==> src/rtl/instr_assembler_pkg.sv <==
`default_nettype none
// ============================================================================
//  Module      : instr_assembler_pkg
//  Description : Shared constants for the instruction assembler. The opcodes
//                are the same ones the main control decoder matches on. The
//                package also holds the request-kind codes and the FSM state
//                encoding.
//  Ports       : none (package)
//  Revision    : 1.0  initial release
// ============================================================================
package instr_assembler_pkg;

    // Primary opcodes, bits [31:26] of the instruction word
    localparam logic [5:0] OP_RTYPE = 6'b000000;
    localparam logic [5:0] OP_J     = 6'b000010;
    localparam logic [5:0] OP_BEQ   = 6'b000100;
    localparam logic [5:0] OP_ADDI  = 6'b001000;
    localparam logic [5:0] OP_LW    = 6'b100011;
    localparam logic [5:0] OP_SW    = 6'b101011;

    // Request kind codes on req_kind; 6 and 7 are illegal
    localparam logic [2:0] c_KIND_LW    = 3'd0;
    localparam logic [2:0] c_KIND_SW    = 3'd1;
    localparam logic [2:0] c_KIND_BEQ   = 3'd2;
    localparam logic [2:0] c_KIND_RTYPE = 3'd3;
    localparam logic [2:0] c_KIND_J     = 3'd4;
    localparam logic [2:0] c_KIND_ADDI  = 3'd5;

    // Loader FSM state encoding
    localparam int         c_ST_W     = 1;
    localparam logic [0:0] c_ST_IDLE  = 1'b0;
    localparam logic [0:0] c_ST_WRITE = 1'b1;

endpackage : instr_assembler_pkg
`default_nettype wire

==> src/rtl/instr_assembler_encode.sv <==
`default_nettype none
// ============================================================================
//  Module      : instr_encode
//  Description : Purely combinational encoder. Turns a symbolic request
//                (kind + fields) into a 32-bit MIPS word. Fields that the
//                given kind does not use are ignored. An unknown kind yields
//                a zero word and raises o_illegal.
//  Ports       : i_kind[2:0]   request kind
//                i_rs/i_rt/i_rd/i_shamt[4:0], i_funct[5:0] register fields
//                i_imm[15:0]   immediate / branch offset
//                i_target[25:0] jump target
//                o_word[31:0]  encoded instruction
//                o_illegal     kind not recognised
//  Revision    : 1.0  initial release
// ============================================================================
module instr_encode
    import instr_assembler_pkg::*;
(
    input  logic [2:0]  i_kind,
    input  logic [4:0]  i_rs,
    input  logic [4:0]  i_rt,
    input  logic [4:0]  i_rd,
    input  logic [4:0]  i_shamt,
    input  logic [5:0]  i_funct,
    input  logic [15:0] i_imm,
    input  logic [25:0] i_target,
    output logic [31:0] o_word,
    output logic        o_illegal
);

    always_comb begin
        o_word    = '0;
        o_illegal = 1'b0;
        case (i_kind)
            c_KIND_LW:    o_word = {OP_LW,    i_rs, i_rt, i_imm};
            c_KIND_SW:    o_word = {OP_SW,    i_rs, i_rt, i_imm};
            c_KIND_BEQ:   o_word = {OP_BEQ,   i_rs, i_rt, i_imm};
            c_KIND_RTYPE: o_word = {OP_RTYPE, i_rs, i_rt, i_rd, i_shamt, i_funct};
            c_KIND_J:     o_word = {OP_J,     i_target};
            c_KIND_ADDI:  o_word = {OP_ADDI,  i_rs, i_rt, i_imm};
            default:      o_illegal = 1'b1;
        endcase
    end

endmodule : instr_encode
`default_nettype wire

==> src/rtl/instr_assembler.sv <==
`default_nettype none
// ============================================================================
//  Module      : instr_assembler
//  Description : Program loader placed in front of instruction memory. It
//                accepts symbolic instruction requests over a valid/ready
//                port, encodes each one, and writes the words to consecutive
//                imem addresses over a strobe/ack port. It stops accepting
//                requests after MAX_WORDS words until start or reset.
//  Ports       : clk, reset (async, active-high)
//                start                  restart at BASE_ADDR (IDLE only)
//                req_valid / req_ready  request handshake
//                req_kind, req_rs, req_rt, req_rd, req_shamt, req_funct,
//                req_imm, req_target    request fields
//                mem_we, mem_addr, mem_wdata, mem_ack   imem write port
//                count                  words written since reset/start
//                full                   count == MAX_WORDS
//                err_illegal            sticky illegal-kind flag
//  Revision    : 1.0  initial release
// ============================================================================
module instr_assembler
    import instr_assembler_pkg::*;
#(
    parameter int ADDR_W    = 8,
    parameter int BASE_ADDR = 0,
    parameter int MAX_WORDS = 256
) (
    input  logic              clk,
    input  logic              reset,
    input  logic              start,
    input  logic              req_valid,
    output logic              req_ready,
    input  logic [2:0]        req_kind,
    input  logic [4:0]        req_rs,
    input  logic [4:0]        req_rt,
    input  logic [4:0]        req_rd,
    input  logic [4:0]        req_shamt,
    input  logic [5:0]        req_funct,
    input  logic [15:0]       req_imm,
    input  logic [25:0]       req_target,
    output logic              mem_we,
    output logic [ADDR_W-1:0] mem_addr,
    output logic [31:0]       mem_wdata,
    input  logic              mem_ack,
    output logic [ADDR_W:0]   count,
    output logic              full,
    output logic              err_illegal
);

    localparam logic [ADDR_W-1:0] c_BASE      = ADDR_W'(BASE_ADDR);
    localparam logic [ADDR_W:0]   c_MAX       = (ADDR_W+1)'(MAX_WORDS);
    localparam logic [ADDR_W-1:0] c_ADDR_ONE  = ADDR_W'(1);
    localparam logic [ADDR_W:0]   c_COUNT_ONE = (ADDR_W+1)'(1);

    logic [c_ST_W-1:0] r_state;
    logic [c_ST_W-1:0] w_stateNext;

    logic              r_memWe;
    logic [ADDR_W-1:0] r_memAddr;
    logic [31:0]       r_memWdata;
    logic [ADDR_W:0]   r_count;
    logic              r_errIllegal;

    logic [31:0]       w_encWord;
    logic              w_encIllegal;
    logic              w_full;
    logic              w_ready;
    logic              w_accept;

    instr_encode u_encode (
        .i_kind    (req_kind),
        .i_rs      (req_rs),
        .i_rt      (req_rt),
        .i_rd      (req_rd),
        .i_shamt   (req_shamt),
        .i_funct   (req_funct),
        .i_imm     (req_imm),
        .i_target  (req_target),
        .o_word    (w_encWord),
        .o_illegal (w_encIllegal)
    );

    assign w_full   = (r_count == c_MAX);
    assign w_accept = req_valid & w_ready;

    // Next-state and handshake. Ready is withheld while start is high, so a
    // restart and an accept can never happen in the same cycle.
    always_comb begin
        w_stateNext = r_state;
        w_ready     = 1'b0;
        case (r_state)
            c_ST_IDLE: begin
                w_ready = ~w_full & ~start;
                if (req_valid && w_ready && !w_encIllegal) begin
                    w_stateNext = c_ST_WRITE;
                end
            end
            c_ST_WRITE: begin
                if (mem_ack) begin
                    w_stateNext = c_ST_IDLE;
                end
            end
            default: w_stateNext = c_ST_IDLE;
        endcase
    end

    always_ff @(posedge clk or posedge reset) begin
        if (reset) begin
            r_state <= c_ST_IDLE;
        end else begin
            r_state <= w_stateNext;
        end
    end

    // Datapath registers. The write port is driven straight from flops, so
    // the strobe, address and data stay constant for the whole WRITE state.
    always_ff @(posedge clk or posedge reset) begin
        if (reset) begin
            r_memWe      <= 1'b0;
            r_memAddr    <= c_BASE;
            r_memWdata   <= '0;
            r_count      <= '0;
            r_errIllegal <= 1'b0;
        end else begin
            case (r_state)
                c_ST_IDLE: begin
                    if (start) begin
                        r_count      <= '0;
                        r_memAddr    <= c_BASE;
                        r_errIllegal <= 1'b0;
                    end else if (w_accept) begin
                        if (w_encIllegal) begin
                            r_errIllegal <= 1'b1;
                        end else begin
                            r_memWdata <= w_encWord;
                            r_memWe    <= 1'b1;
                        end
                    end
                end
                c_ST_WRITE: begin
                    if (mem_ack) begin
                        r_memWe   <= 1'b0;
                        r_count   <= r_count + c_COUNT_ONE;
                        // Wraps naturally modulo 2**ADDR_W
                        r_memAddr <= r_memAddr + c_ADDR_ONE;
                    end
                end
                default: r_memWe <= 1'b0;
            endcase
        end
    end

    assign req_ready   = w_ready;
    assign mem_we      = r_memWe;
    assign mem_addr    = r_memAddr;
    assign mem_wdata   = r_memWdata;
    assign count       = r_count;
    assign full        = w_full;
    assign err_illegal = r_errIllegal;

endmodule : instr_assembler
`default_nettype wire
==> config.mk <==
export PLATFORM = sky130hd
export DESIGN_NAME = instr_assembler
export DESIGN_NICKNAME = d
export VERILOG_FILES = /design/src/rtl/instr_assembler_pkg.sv /design/src/rtl/instr_assembler_encode.sv /design/src/rtl/instr_assembler.sv
export SDC_FILE = /design/constraint.sdc
export NUM_CORES = 1
export LEC_CHECK = 0
export CORE_UTILIZATION = 61
export CTS_BUF_LIST = sky130_fd_sc_hd__clkbuf_8
export DETAILED_ROUTE_END_ITERATION = 7
export DONT_BUFFER_PORTS = 1
export HOLD_SLACK_MARGIN = 0.15
export PLACE_DENSITY = 0.77
export REMOVE_ABC_BUFFERS = 1
export SLEW_MARGIN = 0
export SYNTH_ARGS = -nofsm -noshare
export SYNTH_HDL_FRONTEND = slang
export SYNTH_SLANG_ARGS = --single-unit
==> constraint.sdc <==
create_clock -name clk -period 3.5 [get_ports clk]
set_input_delay 0.7 -clock clk [delete_from_list [all_inputs] [get_ports clk]]
set_output_delay 0.7 -clock clk [all_outputs]
set_load 0.02 [all_outputs]
; After elaboration in Yosys (flattened, before gate mapping)
; Cells that the tools add are included.
[op_classes]
n_reduce_logical = 9
eq_ne = 12
n_mux = 19
n_bitwise = 5
addsub = 2
[op_table]
columns = op, count
row1 = $pmux W32 S6, 1
row2 = $mux W9, 2
row3 = $pmux W9 S2, 1
row4 = $mux W8, 2
row5 = $pmux W8 S2, 1
row6 = $mux W1, 10
row7 = $ne A2 B2 Y1 const B, 5
row8 = $add A9 B1 Y9 const B, 1
row9 = $eq A9 B9 Y1 const B, 1
row10 = $add A8 B1 Y8 const B, 1
row11 = $reduce_and A4 Y1, 2
row12 = $eq A3 B2 Y1 const B, 2
row13 = $eq A3 B3 Y1 const B, 2
row14 = $reduce_or A6 Y1, 1
row15 = $pmux W1 S2, 2
row16 = $eq A3 B1 Y1 const B, 1
row17 = $logic_not A3 Y1, 1
row18 = $not A1 Y1, 3
row19 = $reduce_and A3 Y1, 1
row20 = $and A1 B1 Y1, 2
row21 = $logic_and A1 B1 Y1, 2
row22 = $ne A2 B1 Y1 const B, 1
row23 = $reduce_and A2 Y1, 1
row24 = $reduce_bool A2 Y1, 1
[totals]
reg_bits = 52
out_inout_bits = 53

; Longest topological paths before layout
; Gate-level depths: netlist (run 1).
[depth]
word_depth = 8
mapped_depth = 8

; By module
; Synthesis (run 1) repeated with hierarchy kept, for this count alone.
[unflattened]
hier_cells = 314
hier_area_um2 = 3453.3
[by_module_without_submodules]
columns = mod, n_inst, cells_per_inst, seq_area_each_um2, area_per_inst_um2
row1 = instr_assembler, 1, 175, 1301.2, 2378.5
row2 = instr_encode, 1, 139, 0.0, 1074.8

; Worst setup path before layout (run 1)
; Ideal clock, no wire load.
[synth_timing]
path_type = register to output
from = register r_count[3], in the netlist count[3]
to = output port req_ready
path_slack_ns = 0.751
path_stages_with_launch = 4
t_arrival_ns = 2.049
path_buffers = 0
path_cell_list = dfrtp_1 or4_1 nor4_1 nor3_1
[synth_via]
elab_chain_len = 4
[synth_rtl]
columns = element, line
row1 = from (decl), instr_assembler.sv:60  ; logic [ADDR_W:0] r_count;
row2 = from (signal assigned), instr_assembler.sv:142  ; r_count <= r_count + c_COUNT_ONE;
row3 = $eq A9 B9 Y1, instr_assembler.sv:82  ; assign w_full = (r_count == c_MAX);
row4 = via full, instr_assembler.sv:45  ; output logic full,
row5 = $not A1 Y1, instr_assembler.sv:92  ; w_ready = ~w_full & ~start;
row6 = $and A1 B1 Y1, instr_assembler.sv:92
row7 = $mux W1, instr_assembler.sv:90  ; case (r_state)
row8 = to (decl), instr_assembler.sv:31  ; output logic req_ready,
; The timed path passes the listed nets, and every way through them passes these cells.

; Final worst setup path (run 1)
[layout_timing]
from = register r_count[3], in the netlist count[3]
to = output port req_ready
[layout_via]
elab_chain_len = 4
[layout_rtl]
columns = element, line
row1 = $eq A9 B9 Y1, instr_assembler.sv:82
row2 = $not A1 Y1, instr_assembler.sv:92
row3 = $and A1 B1 Y1, instr_assembler.sv:92
row4 = $mux W1, instr_assembler.sv:90
; Every way passes these cells.

==> metrics.csv, run 1 <==
stage;metric;value;unit
drt;Metal-1 WL;2655;um
clock_network;post-cts gate resize count;0;
worst_setup_path;Crit path required time;2800;ps
drt;wire length per cell;20.31;um
clock_network;worst skew pair latency;300;ps
logic_synthesis;Post-synth EDFFs;0;
logic_synthesis;Post-synth ARST share;100.0;%
grt;GRT Total Usage;26.98;%
grt;initial antenna violation count;0;
drt;total wire length;6336;um
logic_synthesis;register area share after synthesis;45.13;%
finish;Syn-to-layout area delta;2.798;%
floorplan;Die Span X;69.42;um
finish;ANT cells;0;
drt;# DRC;0;
sta;period utilisation layout;75.65;%
floorplan;die area;4819;um^2
grt;gr ovfl total;0;
logic_synthesis;Seq cells post-synth;50;
place;setup slack at placement;913.6;ps
sta;PnR worst setup slack;852.1;ps
logic_synthesis;Synth Warn #;0;
power;Static Leak;1.279;nW
run;max-capacitance violation count;0;
logic_synthesis;mapped cell area;2773;um^2
floorplan;total core area;4354;um^2
power;Power Total;1.572;mW
clock_network;maximum root-to-sink buffer count;2;
sta;total negative slack;0;ps
worst_setup_path;CP Max Fanout;8;
drt;post-route antenna net violation count;0;
finish;Finished Core Util;65.46;%
finish;commonest non-fill, non-tap cell in the layout;dfrtp_1;
clock_network;clk sink count;50;
worst_setup_path;crit path capture type;output port;
grt;global-route wire length before repair;10480;um
power;P per Cell Area;551.6;nW/um^2
power;Peak VDD IR;312.1;uV
floorplan;I/O Pins;129;
clock_network;# hold bufs at CTS;0;
grt;largest net degree at the start of global routing;51;
clock_network;Root Buffer;clkbuf_8;
sta;min cycle time layout;2648;ps
logic_synthesis;most common flop cell mapped by yosys;dfrtp_1;
worst_setup_path;kind of critical path;reg2out;
logic_synthesis;Avg Synthesized Cell Area;10.08;um^2
sta;skew final;9.500;ps
clock_network;CTS clk-pin slew, worst paths;100;ps
place;routability cong.;0.8824;
drt;met2 WL;3121;um
floorplan;Rows;24;
sta;Final Hold Viols;0;
sta;Max Clk Rate;377.7;MHz
sta;Max-slew headroom;21.72;%
logic_synthesis;Cells after Synth;275;
drt;DR vias/cell;6.824;
sta;fin. max-slew vios;0;
worst_setup_path;critical path arrival;1950;ps
sta;unrepaired setup endpoints after global routing;no;
finish;Nets;338;
drt;1st-pass router iterations;4;
place;HPWL Detailed;4290;um
clock_network;htree depth;2;
min_path;HP Class;in2reg;
drt;1st-iter DRT viols;91;
logic_synthesis;Yosys cell types;40;
drt;WL met3;477;um
outcome;outcome;completed;
drt;Top Layer Used;met4;
drt;via count;2129;
finish;most frequent cells in the layout;dfrtp_1 (50), a32oi_1 (40), nand2_1 (30);
finish;share of post-route cells with drive strength above 1;9.231;%
clock_network;CTS Buf Count;5;
worst_setup_path;crit start category;flip-flop;
floorplan;Die Y;69.42;um
sta;Worst-Margin Slew;1170;ps
grt;vias in the first global route;2141;
sta;Final setup viols;0;
floorplan;Starting Density;63.68;%
place;IO Port Bufs;0;
clock_network;TritonCTS clock tree;done;
clock_network;post-CTS setup buffers;0;
power by group:
group,internal [mW],switching [mW]
sequential,0.672,0.208
clock,0.286,0.192
combinational,0.112,0.103
total,1.07,0.503
cell type report:
type	count	area (um^2)
fillers	338	1504
flip-flops and latches	50	1251
clock buffers	5	68.82
inverters	15	56.30
multi-input cells	186	1333
clock inverters	3	68.82
well taps	52	65.06
repair buffers	1	7.507
metal layers:
| layer | global-route usage, % | vias to the layer above |
|---|---|---|
| met5 | 0 | - |
| met4 | 9.297 | 0 |
| met3 | 6.395 | 8 |
| met2 | 43.91 | 105 |
| met1 | 35.44 | 1018 |
| li1 | - | 998 |
state kept, by name, summed over array words and instances, names as in the netlist:
name,cells
mem_wdata,30
count,9
r_state,1
err_illegal,1
mem_we,1
mem_addr,8
per-stage QoR:
stage,cells,hold slack (ps),cell area [um^2]
after floorplan,251,583.9,2635
after global placement,304,609.6,2713
after detailed placement,304,625.3,2713
after CTS,312,502.2,2850
after global routing,312,502.8,2850
final,312,510.4,2850
path summary, 6_finish.rpt:
kind	endpoint	cells past startpoint	slack [ps]	start
max in group asynchronous	count[8]$_DFFE_PP0P_	1	2340	reset
worst min-delay path	r_state$_DFF_PP0_	1	510	mem_ack
worst max-delay path	req_ready	4	850	count[3]$_DFFE_PP0P_
min in group asynchronous	mem_wdata[4]$_DFFE_PP0P_	1	520	reset
worst min register to register	mem_wdata[0]$_DFFE_PP0P_	1	660	mem_wdata[0]$_DFFE_PP0P_
worst max register to register	mem_wdata[4]$_DFFE_PP0P_	4	890	count[3]$_DFFE_PP0P_
kinds of logic (layout without fill, tap and decap cells):
group | count (synthesis) | count (layout) | synth area share (%)
adders and majority gates | 3 | 3 | 1.354
AOI/OAI and AO/OA | 86 | 86 | 23.60
and+or+nand+nor | 73 | 73 | 12.64
xor gates and xnor gates | 5 | 5 | 1.580
other | 1 | 1 | 0.1352
DFF | 50 | 50 | 45.13
buffers and inverters | 39 | 24 | 6.994
muxes | 18 | 18 | 8.574
critical path: stages (launching register included):
cell and delay, ps:
dfrtp_1 540, or4_1 590, nor4_1 210, buf_4 200
nor3_1 110
synthesized netlist by cell type, drive strengths merged (2+ instances only):
library cell   n  area share (%)
a21oi          3            0.54
a22o          15             4.7
a32oi         40              13
and2           2            0.45
buf            7             2.7
clkbuf        17             2.3
dfrtp         50              45
ha             3             1.4
inv           15             2.0
mux2          16             7.9
mux2i          2            0.72
nand2         31             4.8
nand3         11             2.0
nand4          4            0.90
nor2          13             1.8
nor2b          2            0.45
nor3           3            0.54
o21ai         23             4.2
xnor2          3            0.95
xor2           2            0.63
No activity file was read; power rests on OpenSTA's default activity.
==> run 2: changes to the inputs <==
ABC_AREA = 1   (was not set)
CORE_UTILIZATION = 59   (was 61)
PLACE_DENSITY = 0.78   (was 0.77)
clock period = 2.3 ns   (was 3.5 ns; I/O delays follow)
==> run 2 against run 1 <==
The flow now finishes with violations (design-rule violations). Total power is 41% higher. Critical path depth grew 4. Highest routed layer unchanged. Sequential power grew 49%. Global-route usage down 1.5 points. Clock skew shrank 0.55 ps. Largest power group unchanged. Setup slack got worse by 710 ps. Utilization is 0.17 points lower. Final cell count is 31% higher. Via count up 7.4%. Die area rose by 3.8%.
==> metrics.csv, run 2 <==
stage;metric;value;unit;change
outcome;outcome;finished with violations;;
outcome;failing checks;design-rule violations;;
power;clock share of power;26.7;%;-3.7 points
clock_network;maximum root-to-sink buffer count;2;;unchanged
power;P per Cell Area;764.6;nW/um^2;+39%
clock_network;CTS Buf Count;5;;unchanged
worst_setup_path;critical path arrival;1700;ps;-250 ps
sta;fin. max-slew vios;0;;unchanged
worst_setup_path;crit start category;flip-flop;;
drt;1st-iter DRT viols;47;;-48%
logic_synthesis;top-area cell type share of the netlist area;44.88;%;-0.24 points
worst_setup_path;CP Max Fanout;6;;-2
sta;period utilisation layout;93.79;%;
logic_synthesis;Avg Synthesized Cell Area;7.831;um^2;-22%
logic_synthesis;synth top area cells;dfrtp_1 (45%), nand2_1 (20%), nand2_2 (5.6%);;
sta;Final Hold Viols;0;;unchanged
place;HPWL Detailed;4545;um;+5.9%
place;routability cong.;0.8225;;-6.8%
worst_setup_path;Reg-to-Reg Start;count[0]$_DFFE_PP0P_;;
drt;post-route antenna net violation count;0;;unchanged
min_path;HP Class;in2reg;;
finish;share of post-route cells with drive strength above 1;15.92;%;+6.7 points
worst_setup_path;crit path from;count[0]$_DFFE_PP0P_;;
sta;Final setup viols;0;;unchanged
grt;GRT Total Usage;25.49;%;-1.5 points
power;Logic pwr share;14.4;%;+0.8 points
worst_setup_path;Crit path required time;1840;ps;-960 ps
worst_setup_path;end of the critical path;req_ready;;
floorplan;Rows;24;;unchanged
logic_synthesis;Yosys cell types;26;;-35%
finish;Design Area, Final;2902;um^2;+1.8%
clock_network;clk sink count;50;;unchanged
grt;vias in the first global route;2172;;+1.4%
drt;1st-pass router iterations;6;;+2
power;Sequential Power Share;58.9;%;+2.9 points
sta;Max Clk Rate;463.6;MHz;
worst_setup_path;crit path capture type;output port;;
floorplan;Starting Density;62.73;%;-0.95 points
logic_synthesis;Seq cells post-synth;50;;unchanged
finish;Finished Core Util;65.29;%;-0.17 points
clock_network;TritonCTS clock tree;done;;
finish;Largest register FFs;30;;unchanged
logic_synthesis;most common flop cell mapped by yosys;dfrtp_1;;
worst_setup_path;kind of critical path;reg2out;;
logic_synthesis;Post-synth ARST share;100.0;%;unchanged
drt;DR vias/cell;5.576;;-18%
grt;initial antenna violation count;0;;unchanged
finish;commonest non-fill, non-tap cell in the layout;nand2_1;;
place;IO Port Bufs;0;;unchanged
power;sw frac;34.75;%;+2.8 points
finish;most frequent cells in the layout;nand2_1 (151), dfrtp_1 (50), nand3_1 (27);;
drt;wire length per cell;14.80;um;-27%
finish;Syn-to-layout area delta;4.084;%;
floorplan;die area;5003;um^2;+3.8%
finish;Nets;436;;+29%
floorplan;I/O Pins;129;;unchanged
clock_network;post-cts gate resize count;0;;unchanged
finish;Final Instance Count excl. Fillers;410;;+31%
clock_network;htree depth;2;;unchanged
logic_synthesis;Post-synth EDFFs;0;;unchanged
drt;# DRC;10;;+10
sta;Worst-Margin Slew;635.1;ps;-534.7 ps
sta;unrepaired setup endpoints after global routing;no;;
grt;gr ovfl total;0;;unchanged
sta;total negative slack;0;ps;unchanged
clock_network;CTS clk-pin slew, worst paths;90;ps;about the same
logic_synthesis;Synth Warn #;0;;unchanged
run;max-capacitance violation count;0;;unchanged
drt;via count;2286;;+7.4%
floorplan;total core area;4444;um^2;+2.1%
logic_synthesis;register area share after synthesis;44.88;%;-0.24 points
sta;skew final;8.947;ps;-0.5524 ps
logic_synthesis;synth cell count leaders;nand2_1 (151), dfrtp_1 (50), nand3_1 (27);;
place;Placed Cells;401;;+32%
logic_synthesis;Cells after Synth;356;;+29%
clock_network;worst skew pair latency;300;ps;about the same
power;P_int;1.448;mW;+35%
clock_network;Root Buffer;clkbuf_8;;
worst_setup_path;r2r endpoint;mem_wdata[23]$_DFFE_PP0P_;;
worst_setup_path;Worst R2R Path Depth;11;;+7
logic_synthesis;mapped cell area;2788;um^2;+0.54%
grt;largest net degree at the start of global routing;29;;-43%
floorplan;Die Y;70.74;um;+1.9%
sta;min cycle time layout;2157;ps;
grt;global-route wire length before repair;9977;um;-4.8%
sta;Max-slew headroom;57.66;%;+36 points
drt;total wire length;6070;um;-4.2%
floorplan;Die Span X;70.74;um;+1.9%
place;placed cell area;2785;um^2;+2.7%
logic_synthesis;top-count cell post-synth;nand2_1;;
logic_synthesis;Synth area leader;dfrtp_1;;
power;Net Sw Power;771.0;uW;+53%
finish;ANT cells;0;;unchanged
sta;Hold WS;255.7;ps;-254.7 ps
power;Static Leak;1.505;nW;+18%
power;Peak VDD IR;367.8;uV;+18%
worst_setup_path;FF-to-FF setup slack;350;ps;-540 ps
## run 2: cell types whose count changed after synthesis, sizes merged, moves of 3 or more
cell | previous run | this run
a21oi | 3 | 6
a32oi | 40 | 0
o21ai | 23 | 14
nand3 | 11 | 30
nor2 | 13 | 18
mux2 | 16 | 0
nand2 | 31 | 176
a22o | 15 | 10
clkbuf | 17 | 0
inv | 15 | 24
buf | 7 | 12
xnor2 | 3 | 0
## run 2: per-layer routing
metal | GRT usage, % | routed length [um] | vias to the layer above
met3 | 9.829 | 551 | 7
met4 | 7.778 | 68 | 0
met2 | 44.76 | 3060 | 91
met1 | 28.73 | 2390 | 1057
met5 | 0 | 0 | -
li1 | - | - | 1131
## run 2: cell type report
| class | count | area [um^2] |
|---|---|---|
| clock buffers | 5 | 68.82 |
| clock inverters | 3 | 37.54 |
| fillers | 373 | 1543 |
| inverters | 24 | 90.09 |
| multi-input cells | 270 | 1341 |
| flip-flops and latches | 50 | 1251 |
| well taps | 52 | 65.06 |
| repair buffers | 6 | 47.55 |
## run 2: cell families after synthesis
family | synth area share, %
other | 0.1345
adders and majority gates | 1.347
DFF | 44.88
and+or+nand+nor | 38.55
xor gates and xnor gates | 0.3142
AOI/OAI and AO/OA | 7.406
buffers and inverters | 7.002
muxes | 0.3591
## run 2: power by group through the flow
stage	sequential [mW]	combinational, mW	clock [mW]
2_1_floorplan	1.28	0.259	0
3_3_place_gp	1.32	0.309	0
3_5_place_dp	1.32	0.326	0
4_1_cts	1.31	0.325	0.607
5_1_grt	1.32	0.375	0.641
6_report	1.31	0.320	0.592
## run 2: worst min-delay path by stage
stage                 start                         to  cells past startpoint
floorplan           mem_ack          r_state$_DFF_PP0_                      1
global placement      reset  mem_wdata[10]$_DFFE_PP0P_                      1
detailed placement    reset  mem_wdata[10]$_DFFE_PP0P_                      1
CTS                 mem_ack          r_state$_DFF_PP0_                      1
global route        mem_ack          r_state$_DFF_PP0_                      1
finish              mem_ack          r_state$_DFF_PP0_                      1
## run 2: per-stage QoR
step	total power, mW	worst slack [ps]
global route	2.341	14.33
floorplan	1.541	391.7
global placement	1.633	433.5
detailed placement	1.646	361.8
CTS	2.240	123.8
finish	2.219	142.8
## run 2: timing repair
| item | 4_1_cts | 5_1_grt |
|---|---|---|
| hold buffers | 1 | 0 |
| setup buffers | 0 | 0 |
| hold endpoints to repair | 5 | 0 |
## run 2: critical path: stages (launching register included)
cell and delay [ps]:
dfrtp_1 500, inv_1 100, ha_1 150, nand2_1 50
inv_1 70, nand2_2 60, nor2_4 220, nor3_1 70
buf_4 160
